[config.mk]
export PLATFORM = sky130hd
export DESIGN_NAME = uart_tx_fifo
export DESIGN_NICKNAME = d
export VERILOG_FILES = /design/src/rtl/uart_tx_fifo.sv
export SDC_FILE = /design/constraint.sdc
export NUM_CORES = 1
export LEC_CHECK = 0
export BUFFER_PORTS_ARGS = -buffer_cell sky130_fd_sc_hd__buf_2
export CAP_MARGIN = 10
export CORE_ASPECT_RATIO = 2
export CORE_UTILIZATION = 44
export DETAILED_ROUTE_END_ITERATION = 10
export GPL_ROUTABILITY_DRIVEN = 0
export GPL_TIMING_DRIVEN = 1
export PLACE_DENSITY = 0.58
export SYNTH_ARGS = -nofsm -noshare
export SYNTH_HDL_FRONTEND = slang
export SYNTH_SLANG_ARGS = --single-unit
[constraint.sdc]
create_clock -name clk -period 6.2 [get_ports clk]
set_input_delay 1.55 -clock clk [delete_from_list [all_inputs] [get_ports clk]]
set_output_delay 1.55 -clock clk [all_outputs]
set_load 0.1 [all_outputs]
[src/rtl/uart_tx_fifo.sv]
// Byte FIFO feeding a UART serializer: buffers core writes and launches one frame at a time
// with a single-cycle start_TX pulse, reporting fill level, overflow and launch-timeout status.
module uart_tx_fifo #(
   parameter int DEPTH_BITS  = 4,
   parameter int ACK_TIMEOUT = 15
) (
   input  logic                  clk,
   input  logic                  sync_reset,
   input  logic                  wr_en,
   input  logic [7:0]            wr_data,
   input  logic                  flush,
   input  logic                  clr_status,
   output logic                  full,
   output logic                  empty,
   output logic [DEPTH_BITS:0]   count,
   output logic                  overflow,
   output logic                  timeout_err,
   output logic                  busy,
   output logic                  start_TX,
   output logic [7:0]            tx_data,
   input  logic                  tx_active,
   output logic [1:0]            o_dbg_state
);

   localparam int                  DEPTH     = 1 << DEPTH_BITS;
   localparam logic [DEPTH_BITS:0] DEPTH_CNT = (DEPTH_BITS + 1)'(DEPTH);
   localparam logic [7:0]          TMO_LAST  = 8'(ACK_TIMEOUT - 1);

   typedef enum logic [1:0] {
      S_IDLE    = 2'd0,
      S_START   = 2'd1,
      S_WAIT_HI = 2'd2,
      S_WAIT_LO = 2'd3
   } state_t;

   state_t                r_state;
   logic [7:0]            r_mem [DEPTH];
   logic [DEPTH_BITS-1:0] r_wr_ptr;
   logic [DEPTH_BITS-1:0] r_rd_ptr;
   logic [DEPTH_BITS:0]   r_count;
   logic [7:0]            r_tmo_cnt;
   logic                  r_overflow;
   logic                  r_timeout_err;
   logic                  r_start_tx;
   logic [7:0]            r_tx_data;

   logic                  w_full;
   logic                  w_empty;
   logic                  w_push;
   logic                  w_pop;
   logic                  w_ovf_set;
   logic                  w_tmo_hit;

   // Handshake: start_TX is high for exactly the S_START cycle and is only raised from S_IDLE
   // with tx_active low; the serializer acknowledges by raising tx_active and ends the frame
   // by dropping it. A launch that never sees tx_active rise is abandoned after ACK_TIMEOUT cycles.
   assign w_full    = (r_count == DEPTH_CNT);
   assign w_empty   = (r_count == '0);
   assign w_push    = wr_en && !w_full && !flush;
   assign w_ovf_set = wr_en && w_full && !flush;
   assign w_pop     = (r_state == S_IDLE) && !w_empty && !tx_active && !flush;
   assign w_tmo_hit = (r_state == S_WAIT_HI) && !tx_active && (r_tmo_cnt == TMO_LAST);

   always_ff @(posedge clk) begin
      if (w_push) begin
         r_mem[r_wr_ptr] <= wr_data;
      end
   end

   always_ff @(posedge clk) begin
      if (sync_reset || flush) begin
         r_wr_ptr <= '0;
         r_rd_ptr <= '0;
         r_count  <= '0;
      end else begin
         if (w_push) begin
            r_wr_ptr <= r_wr_ptr + 1'b1;
         end
         if (w_pop) begin
            r_rd_ptr <= r_rd_ptr + 1'b1;
         end
         case ({w_push, w_pop})
            2'b10:   r_count <= r_count + 1'b1;
            2'b01:   r_count <= r_count - 1'b1;
            default: r_count <= r_count;
         endcase
      end
   end

   always_ff @(posedge clk) begin
      if (sync_reset) begin
         r_state    <= S_IDLE;
         r_start_tx <= 1'b0;
         r_tx_data  <= 8'h00;
         r_tmo_cnt  <= 8'h00;
      end else begin
         r_start_tx <= 1'b0;
         case (r_state)
            S_IDLE: begin
               if (w_pop) begin
                  r_tx_data  <= r_mem[r_rd_ptr];
                  r_start_tx <= 1'b1;
                  r_state    <= S_START;
               end
            end
            S_START: begin
               r_tmo_cnt <= 8'h00;
               r_state   <= S_WAIT_HI;
            end
            S_WAIT_HI: begin
               if (tx_active) begin
                  r_state <= S_WAIT_LO;
               end else if (r_tmo_cnt == TMO_LAST) begin
                  r_state <= S_IDLE;
               end else begin
                  r_tmo_cnt <= r_tmo_cnt + 1'b1;
               end
            end
            S_WAIT_LO: begin
               if (!tx_active) begin
                  r_state <= S_IDLE;
               end
            end
            default: r_state <= S_IDLE;
         endcase
      end
   end

   // Set events take precedence over a same-cycle clear.
   always_ff @(posedge clk) begin
      if (sync_reset) begin
         r_overflow    <= 1'b0;
         r_timeout_err <= 1'b0;
      end else begin
         r_overflow    <= w_ovf_set || (r_overflow && !clr_status);
         r_timeout_err <= w_tmo_hit || (r_timeout_err && !clr_status);
      end
   end

   assign full        = w_full;
   assign empty       = w_empty;
   assign count       = r_count;
   assign overflow    = r_overflow;
   assign timeout_err = r_timeout_err;
   assign busy        = (r_state != S_IDLE) || !w_empty;
   assign start_TX    = r_start_tx;
   assign tx_data     = r_tx_data;
   assign o_dbg_state = r_state;

endmodule
======== Word level (Yosys, flattened, before mapping) ========
Memory sizes are Yosys's and may differ from the RTL's. A register that Yosys moved wholly into a read port is not among the register bits.
Cells that the tools add are included.
word-level totals
  output and inout port bits .............. 21
  memory bits (writable) .................. 128
  memories ................................ 1
  word-level logic and storage cells ...... 68
  flip-flop bits (word level) ............. 26
memories
  memory  words  bits a word  rd ports  clocked after Yosys merged registers in  write ports  RTL line  text
  r_mem   16     8            1         1                                        1            37        logic [7:0] r_mem [DEPTH];
operators by class
  add/sub/neg operators ................... 5
  bitwise logic cells ..................... 1
  multiplexer cells ....................... 12
  eq/ne operators ......................... 12
  reductions and logical operators ........ 29
operators by type and width
  operator                                          number
  two-way mux 8 bit                                 2
  case mux 8 bit (2 select lines)                   1
  logical AND 1 bit                                 11
  case mux 5 bit (2 select lines)                   1
  adder 4 x 1 -> 4 bit, second input constant       2
  adder 8 x 1 -> 8 bit, second input constant       1
  == test 8 x 4 -> 1 bit, second input constant     1
  two-way mux 2 bit                                 4
  != test 2 bit, second input constant              4
  case mux 2 bit (4 select lines)                   1
  == test 2 bit, second input constant              3
  AND reduction 3 bit                               2
  nonzero test 2 bit                                3
  adder 5 x 1 -> 5 bit, second input constant       1
  == test 5 bit, second input constant              1
  zero test 1 bit                                   5
  zero test 5 bit                                   1
  subtractor 5 x 1 -> 5 bit, second input constant  1
  == test 2 x 1 -> 1 bit, second input constant     2
  logical OR 1 bit                                  4
  two-way mux 1 bit                                 3
  != test 3 x 2 -> 1 bit, second input constant     1
  zero test 2 bit                                   1
  AND reduction 2 bit                               1
  2 further kinds                                   2

======== Depth between registers and ports, before layout ========
  word-level depth ........................ 7
  depth in mapped cells ................... 12

======== Least setup slack after synthesis ========
No wires, ideal clock.
  path kind ............................... register -> output
  start point ............................. register r_count[1], in the netlist count[1]
  end point ............................... output busy
  buffers on the path ..................... 1
  data arrival time ....................... 3032 ps
  path slack .............................. 1618 ps
  cell stages (with the launch flop) ...... 5
  path through ............................ dfxtp_1 > buf_2 > nor4_4 > and2_1 > nand2_1
on the way
  word-level cells in the longest chain between the ends .. 3
ends and longest elaborated chain
  item                      RTL line  text
  start: declaration        40        logic [DEPTH_BITS:0] r_count;
  start signal: assignment  83        2'b10: r_count <= r_count + 1'b1;
  start signal: assignment  84        2'b01: r_count <= r_count - 1'b1;
  start signal: assignment  85        default: r_count <= r_count;
  zero test 5 bit           58        assign w_empty = (r_count == '0);
  via empty                 14        output logic empty,
  zero test 1 bit           145       assign busy = (r_state != S_IDLE) || !w_empty;
  logical OR 1 bit          145
  end: declaration          18        output logic busy,
The timed path passes the listed nets, and every way through them passes these cells.

======== Worst setup path after layout ========
  start point ............................. input tx_active
  end point ............................... register r_count[4], in the netlist count[4]
on the way
  word-level cells in the longest chain between the ends .. 5
  elaborated cells on any way between the ends .. 7
  classes of those cells .................. 2 x eq/ne; 1 x mux; 4 x reduce/logical
ends and longest elaborated chain
  item                                                                   RTL line  text
  start: declaration                                                     21        input logic tx_active,
  zero test 1 bit (*)                                                    -
  logical AND 1 bit (*) (2 in series)                                    61        assign w_pop = (r_state == S_IDLE) && !w_empty && !tx_active && !flush;
  == test 2 x 1 -> 1 bit or == test 2 bit (tied branches)                82        case ({w_push, w_pop})
  case mux 5 bit (2 select lines) or nonzero test 2 bit (tied branches)  -
Mark *: on every way between the ends. The rest lies on a longest branch, timed or not.
A chain may end at the register's enable or synchronous reset.

==> results.sh <==
export IMPL_via_count=3652
export IMPL_critPathCaptureType="register"
export IMPL_numCtsBuffers=17
export IMPL_clock_sinks=162
export IMPL_arrival_ps=4420
export IMPL_worstMarginPinSlew_ps=1090
export IMPL_ir_drop_mv=0.161
export IMPL_clockBufferDepth=2
export IMPL_avgViaCountPerCell=5.32
export IMPL_min_period_ps=4120
export IMPL_ys_warnings_count=0
export IMPL_overflow=0
export IMPL_fmax_mhz=243
export IMPL_final_setup_tns_ps=0
export IMPL_critPathMaxFanout=23
export IMPL_grt_pass1_vias=3816
export IMPL_syn_area_um2=6640
export IMPL_finalWirelength_mm=13.8
export IMPL_grt_pass1_wl_mm=21.0
export IMPL_fillCellCount=1267
export IMPL_drive_gt1_frac=0.196
export IMPL_crit_required_ps=6510
export IMPL_fin_crit_sh=0.664
export IMPL_synth_flop_cell="edfxtp_1"
export IMPL_htree_levels=4
export IMPL_dieArea_um2=15600
export IMPL_antenna_cells=0
export IMPL_synth_area_top_cells="edfxtp_1 (58%), dfxtp_1 (10%), mux2i_1 (6.6%), mux4_2 (3.7%), nor2_1 (2.8%)"
export IMPL_final_cells=686
export IMPL_syn_area_per_cell_um2=14.9
export IMPL_die_h_um=176
export IMPL_postCtsHoldBufs=0
export IMPL_die_x_um=88.8
export IMPL_critPathBufInv=1
export IMPL_synth_edf_count=128
export IMPL_clock_tree_root_cell="clkbuf_16"
export IMPL_grt_usage=0.193
export IMPL_synth_distinct_cells=45
export IMPL_setup_viol=0
export IMPL_tritoncts="done"
export IMPL_netlist_instances=444
export IMPL_mostFrequentLayoutCells="edfxtp_1 (128), nor2_1 (49), mux2i_1 (44)"
export IMPL_p_leak_nw=2.45
export IMPL_io_pins=35
export IMPL_slew_headroom=0.275
export IMPL_critical_path_class="input port to register"
export IMPL_synth_top_area_cell="edfxtp_1"
export IMPL_antenna_found_initial=0
export IMPL_drc=0
export IMPL_rsz0062_at_grt="no"
export IMPL_drt_pass1_iter_count=4
export IMPL_dp_hpwl_mm=9.65
export IMPL_wl_per_cell_um=20.1
export IMPL_postCtsSetupBuffers=0
export IMPL_drt_initial_drc_count=171
export IMPL_ys_seq_area_frac=0.682
export IMPL_drv_cap=0
export IMPL_hold_viol=0
export IMPL_clock_latency_ps=430
export IMPL_finClkSkew_ps=8.89
export IMPL_syn_to_final_growth_pct=13.6
export IMPL_crit_chain="buf_2 > or4_4 > a21oi_4 > ha_1 > xor2_1 > ha_1 > a211o_1 > a211o_1 > a31oi_1 > xnor2_1 > nor2_1"
export IMPL_critPathSlowestCell="a21oi_4"
export IMPL_rows=63
export IMPL_critPathMaxStageDelay_ps=570
export IMPL_holdWs_ps=461
export IMPL_final_common_cell="edfxtp_1"
export IMPL_synth_seq_cells=162
export IMPL_grt_max_degree=56
export IMPL_maxSlewViolCount=0
export IMPL_cts_resized_gates=0
export IMPL_ant_nets=0
export IMPL_finalNetCount=503
export IMPL_worstHoldPathType="register to register"
export IMPL_core_um2=14700
export IMPL_synth_fp_nets=469
export IMPL_start_util=0.450
export IMPL_dp_cells=654
export IMPL_clkTransAtPathRegs_ps=60
export IMPL_async_flop_share=0
export IMPL_synth_top_area_frac=0.579
export IMPL_powerDensity_nw_per_um2=300
export IMPL_cpLargestDelayFamily="compound AO/OA/AOI/OAI gates"
export IMPL_status="finished clean"
export IMPL_portBuffers=34
export IMPL_start_kind="input port"
per-layer routing:
layer	GRT usage	part of all wire
met4	0.0860	0.024
met1	0.189	0.36
met5	0	0
met2	0.370	0.58
met3	0.0404	0.032
registers in the layout (all words and copies together) (netlist names):
| register | cells |
|---|---|
| r_tmo_cnt | 8 |
| tx_data | 8 |
| start_TX | 1 |
| o_dbg_state | 2 |
| count | 5 |
| r_rd_ptr | 4 |
| r_mem | 128 |
| overflow | 1 |
| r_wr_ptr | 4 |
| timeout_err | 1 |
worst paths after layout:
kind                   from           to  slack, ps  depth (start not counted)
max               tx_active     count[4]       2080                         11
min             timeout_err  timeout_err        460                          2
max reg2reg  o_dbg_state[1]     count[4]       2900                         10
min reg2reg     timeout_err  timeout_err        460                          2
cells in the mapped netlist (2+ instances only):
cell type	count
mux2i_1	44
a21oi_1	7
nor2b_1	3
a22oi_1	5
nor4_1	2
nor2_1	49
nor3_1	11
clkbuf_1	7
dfxtp_1	34
buf_2	10
and2_1	3
xor2_1	12
nand4_1	3
nor3b_1	2
edfxtp_1	128
ha_1	11
nand2b_1	5
nor4bb_1	2
inv_1	7
nand3_1	6
mux4_2	11
or3_1	3
nand3b_1	2
nand2_1	19
o22ai_1	22
and3_1	3
a211o_1	2
buf_1	2
xnor2_1	4
a311oi_2	8
buf_4	3
cells by family (layout without fill, tap and decap cells):
kind of cell / count (synthesis) / in the layout / synth area share
flops: 162 / 162 / 0.682
fa+ha+maj: 11 / 11 / 0.0207
simple gates: 117 / 117 / 0.0867
buf+inv: 31 / 78 / 0.0224
compound gates: 51 / 51 / 0.0618
mux: 56 / 56 / 0.105
xor+xnor: 16 / 16 / 0.0211
power breakdown:
group / switching [mW] / internal (mW) / leakage, nW / total [mW]
clock: 0.417 / 0.589 / 0.271 / 1.01
combinational: 0.0582 / 0.0162 / 0.749 / 0.0743
sequential: 0.00360 / 1.18 / 1.43 / 1.18
total: 0.479 / 1.78 / 2.45 / 2.26
through the flow:
stage,power [mW],instance area [um^2],utilization,setup WS [ps]
6_report,2.26,7540,0.511,2080
5_1_grt,2.32,7540,0.511,1860
4_1_cts,2.28,7540,0.511,2060
3_5_place_dp,1.28,6970,0.473,1610
3_3_place_gp,1.28,6970,0.473,1700
2_1_floorplan,1.25,6640,-,1620
worst min-delay path, stage by stage, from the launching register on:
cell and delay, ps:
dfxtp_1 310, nand2_1 60, a21oi_1 50
cell type report:
class,count,area (um^2),area share
inverter,7,26.3,0.00349
sequential,162,4530,0.600
clock inverter,14,141,0.0188
tap,195,244,0.0324
multi-input combinational,251,1960,0.260
timing repair buffer,39,208,0.0276
clock buffer,18,429,0.0569
No activity file was read; power rests on OpenSTA's default activity.
